## src/rtl/spi_reg_master.sv

```systemverilog
`default_nettype none
// ============================================================================
// Module   : spi_reg_master
// Purpose  : SPI mode-0 initiator issuing single 16-bit register read/write
//            frames (command byte, data byte) to the SPI register slave.
// Revision : 1.0 - initial release
// ============================================================================
module spi_reg_master #(
    parameter int ADDR_W  = 4,
    parameter int CLK_DIV = 4
) (
    input  logic              clk,
    input  logic              rst,
    input  logic              start,
    input  logic              rw,
    input  logic [ADDR_W-1:0] addr,
    input  logic [7:0]        wdata,
    output logic              busy,
    output logic              done,
    output logic [7:0]        rdata,
    output logic              spi_cs_n,
    output logic              spi_clk,
    output logic              spi_mosi,
    input  logic              spi_miso
);

    localparam logic [1:0] c_st_idle  = 2'd0;
    localparam logic [1:0] c_st_shift = 2'd1;
    localparam logic [1:0] c_st_hold  = 2'd2;
    localparam logic [1:0] c_st_gap   = 2'd3;
    localparam logic [7:0] c_div_last = 8'(CLK_DIV - 1);

    logic [1:0]  r_state;
    logic [7:0]  r_div;
    logic        r_high;
    logic [3:0]  r_bit;
    logic [15:0] r_shift;
    logic [7:0]  r_rx;
    logic        r_rw;
    logic        r_cs_n;
    logic        r_sclk;
    logic        r_busy;
    logic        r_done;
    logic [7:0]  r_rdata;

    logic [6:0]  w_cmd_addr;
    logic [15:0] w_frame;

    assign w_cmd_addr = 7'(addr);
    assign w_frame    = {rw, w_cmd_addr, (rw ? wdata : 8'h00)};

    // mosi is the shift register MSB; after 16 shifts the register is all
    // zeros, which holds mosi low through HOLD and GAP.
    assign spi_mosi = r_shift[15];
    assign spi_cs_n = r_cs_n;
    assign spi_clk  = r_sclk;
    assign busy     = r_busy;
    assign done     = r_done;
    assign rdata    = r_rdata;

    always_ff @(posedge clk) begin
        if (rst) begin
            r_state <= c_st_idle;
            r_div   <= 8'd0;
            r_high  <= 1'b0;
            r_bit   <= 4'd0;
            r_shift <= 16'h0000;
            r_rx    <= 8'h00;
            r_rw    <= 1'b0;
            r_cs_n  <= 1'b1;
            r_sclk  <= 1'b0;
            r_busy  <= 1'b0;
            r_done  <= 1'b0;
            r_rdata <= 8'h00;
        end else begin
            r_done <= 1'b0;
            case (r_state)
                c_st_idle: begin
                    if (start) begin
                        r_state <= c_st_shift;
                        r_shift <= w_frame;
                        r_rw    <= rw;
                        r_cs_n  <= 1'b0;
                        r_busy  <= 1'b1;
                        r_div   <= 8'd0;
                        r_high  <= 1'b0;
                        r_bit   <= 4'd0;
                    end
                end
                c_st_shift: begin
                    if (r_div == c_div_last) begin
                        r_div <= 8'd0;
                        if (!r_high) begin
                            r_high <= 1'b1;
                            r_sclk <= 1'b1;
                        end else begin
                            // Sample at the tail of the high phase so the
                            // slave's synchronized response has settled.
                            r_high  <= 1'b0;
                            r_sclk  <= 1'b0;
                            r_rx    <= {r_rx[6:0], spi_miso};
                            r_shift <= {r_shift[14:0], 1'b0};
                            if (r_bit == 4'd15) begin
                                r_state <= c_st_hold;
                            end else begin
                                r_bit <= r_bit + 4'd1;
                            end
                        end
                    end else begin
                        r_div <= r_div + 8'd1;
                    end
                end
                c_st_hold: begin
                    if (r_div == c_div_last) begin
                        r_div   <= 8'd0;
                        r_state <= c_st_gap;
                        r_cs_n  <= 1'b1;
                    end else begin
                        r_div <= r_div + 8'd1;
                    end
                end
                c_st_gap: begin
                    if (r_div == c_div_last) begin
                        r_div   <= 8'd0;
                        r_state <= c_st_idle;
                        r_busy  <= 1'b0;
                        r_done  <= 1'b1;
                        if (!r_rw) begin
                            r_rdata <= r_rx;
                        end
                    end else begin
                        r_div <= r_div + 8'd1;
                    end
                end
                default: begin
                    r_state <= c_st_idle;
                end
            endcase
        end
    end

endmodule
`default_nettype wire

```

## config.mk

```make
export PLATFORM = sky130hd
export DESIGN_NAME = spi_reg_master
export DESIGN_NICKNAME = d
export VERILOG_FILES = /design/src/rtl/spi_reg_master.sv
export SDC_FILE = /design/constraint.sdc
export NUM_CORES = 1
export LEC_CHECK = 0
export ABC_CLOCK_PERIOD_IN_PS = 2100
export CAP_MARGIN = 20
export CELL_PAD_IN_SITES_DETAIL_PLACEMENT = 1
export CELL_PAD_IN_SITES_GLOBAL_PLACEMENT = 2
export CORE_UTILIZATION = 34
export DETAILED_ROUTE_END_ITERATION = 12
export PLACE_DENSITY = 0.82
export REMOVE_ABC_BUFFERS = 1
export SLEW_MARGIN = 20
export SYNTH_ARGS = -nofsm -noshare
export SYNTH_HDL_FRONTEND = slang
export SYNTH_SLANG_ARGS = --single-unit
```

## constraint.sdc

```tcl
create_clock -name clk -period 2.1 [get_ports clk]
set_input_delay 0.42 -clock clk [delete_from_list [all_inputs] [get_ports clk]]
set_output_delay 0.42 -clock clk [all_outputs]
set_load 0.02 [all_outputs]
```

==> metrics <==
CP Depth=6; FF-to-FF End=r_bit[3]; DP HPWL=3970 µm; CP top delay family=simple AND/OR/NAND/NOR gates; Overflow after GRT=0; critical path required time=2.31 ns; post-synth top area cell=dfxtp_1; Setup Skew=0.0134 ns; Critical R2R Launch=r_state[1]; crit path buf inv count=1; Hold Path Class=reg2reg; CP Class=reg2reg; post-DR vias/cell=5.38; IO Port Bufs=29; Final Hold Viols=0; Reg2Reg Depth=6; outcome=completed; vias in the first global route=1970; Pwr Density=1030 nW/µm²; most used flip-flop cell after synthesis=dfxtp_1; Synth Register Bits=52; cts hold-fix bufs=0; Max clock buf depth=2; reg2reg setup slack=0.17 ns; minimum clock period=1.93 ns; drt wl/cell=15.5 µm; most common cell after layout, fill and taps aside=dfxtp_1; CP max-delay cell=dfxtp_1; GRT busiest layer=met2; pre-CTS setup slack=-0.0126 ns; global-route total usage across every layer=16.9%; ANT cells=0; CTS tree=yes; Die X=84.9 µm; Clk pin slew, worst setup/hold paths=0.10 ns; WL final=5670 µm; share of cells above drive strength 1=11.5%; # setup viols final=0; hold_sp=r_rw; DRT antenna net count=0; Yosys top cell area share=44.5%; Layout Nets=311; Post-synth EDFFs=0; clk root buf=clkbuf_8; Max VDD drop=0.000373 V; Relative slew margins=75.8%; met3 usage=3.11%; largest stage delay on the critical path=0.35 ns; critical-path cell list=inv_1 -> ha_1 -> and2_1 -> nand4_4 -> or3_1 -> a32o_1; CP Launch Type=flip-flop; Fmax=517 MHz; Critical Path End=r_bit[3]; final period utilization=92.0%; drt drc=0; first-pass GRT wire length=9750 µm; Critical Path Source=r_state[1]; largest net degree at the start of global routing=31; Num CTS Buffers=5; Worst setup EP type=flip-flop; Layout area overhead=23.0%; Slew Viols, Final=0; Initial Util=36.0%; Yosys cell types=44; Clock Sink Count=52; Skew-Pair Late Insertion Delay=0.32 ns; H-tree levels=2; Critical Path Fanout Max=6; sequential element share of the synthesized area=44.5%; vias=1963; Area after DPL=2780 µm²; # rows=29; initial drt markers=84; TritonRoute pass-1 iters=6; Leak Pwr=0.00112 µW; die area=7210 µm²; Synth async-reset ratio=0%; Top Ports=30; initial antenna violation count=0; CP arrival=2.15 ns; yosys warns=0; Area contributors post-synth=dfxtp_1, mux2i_1, a21oi_1; met1 global-route usage=23.0%; max cap viols=0; Cell Area, Synth=2340 µm²; gpl congestion=0.776; Layout Cells excl Fill=365; most frequent cells in the layout=dfxtp_1, nor2_1, clkdlybuf4s50_1, a21oi_1, mux2i_1; final instance area=2880 µm²; Post-Syn Area per Cell=9.31 µm²; Worst-Margin Slew=0.353 ns; RSZ-0062 raised after global routing=false; final setup margin=0.167 ns; met2 usage=27.5%; Core Footprint=6490 µm²; placed insts=357; die height=84.9 µm; Gate Count Post-Synth=251
cells in the mapped netlist, types with 2 or more instances:
master and count:
a211oi_1 14, and2_1 2, o21ai_0 5, a31oi_1 2, o32ai_1 3, clkbuf_1 8
buf_2 3, buf_4 2, nand3_1 7, mux2i_1 22, nand2_1 14, buf_1 2
xnor2_1 4, dfxtp_1 52, a22oi_1 7, nor3_1 4, nor2_1 29, o311ai_0 2
a21oi_1 23, xor2_1 3, nand2b_1 2, inv_1 5, and3_1 2, nand4_1 5
or3_1 2, nor2b_1 3, ha_1 7
metrics by stage:
| step | power, µW | util, % | hold slack [ns] | TNS, ns |
|---|---|---|---|---|
| after floorplan | 1940 | - | 0.425 | -0.0378 |
| after global placement | 2360 | 42.8 | 0.439 | 0 |
| after detailed placement | 2390 | 42.8 | 0.446 | -0.0233 |
| after CTS | 2970 | 44.1 | 0.461 | 0 |
| after global routing | 3170 | 44.3 | 0.499 | 0 |
| final | 2960 | 44.3 | 0.458 | 0 |
layout make-up:
class	count	area, µm²
Multi-Input combinational cell	178	1210
Fill cell	773	3620
Tap cell	77	96.3
Clock buffer	6	72.6
Timing Repair Buffer	45	423
Clock inverter	2	16.3
Inverter	5	18.8
Sequential cell	52	1040
power by group:
part	leakage (µW)	total, µW	switching (µW)	internal (µW)
logic	0.000655	1130	656	479
clock network	0.0000414	587	349	238
registers	0.000423	1240	94.7	1140
tightest hold or removal path: cells and delay by family, from the launching register on:
kind             cells  cell delay (ns)
flip-flops           1             0.32
AND/OR/NAND/NOR      1             0.05
AO/OA/AOI/OAI        1             0.05
repair_timing:
action / in CTS / in global routing
resized for setup: 0 / 2
setup endpoints to repair: 0 / 8
buffers inserted: 0 / 0
per-layer routing:
metal	vias up	share of wire, %
met5	-	0
met4	0	1.2
li1	982	-
met1	942	50
met3	7	3.2
met2	32	46
worst min path at each step:
stage | to | cells past startpoint
3_5_place_dp | r_rw | 2
2_1_floorplan | r_rw | 2
6_report | r_rw | 2
3_3_place_gp | r_rw | 2
4_1_cts | r_rw | 2
5_1_grt | r_rw | 2
kinds of logic (layout without fill, tap and decap cells):
logic type | Yosys count | in the layout | share of synthesized area [%]
muxes | 22 | 22 | 9.42
AOI/OAI and AO/OA | 63 | 63 | 17.6
xor gates and xnor gates | 7 | 7 | 2.62
buffers and inverters | 21 | 58 | 4.18
adders and majority gates | 7 | 7 | 3.75
DFF | 52 | 52 | 44.5
and+or+nand+nor | 79 | 79 | 17.9
sequential cells by signal (all words and copies together) (netlist names):
register / count
busy: 1
done: 1
r_bit: 4
r_div: 8
r_high: 1
r_rw: 1
r_rx: 8
r_shift: 16
r_state: 2
rdata: 8
spi_clk: 1
spi_cs_n: 1
(Power assumes the default switching activity.)
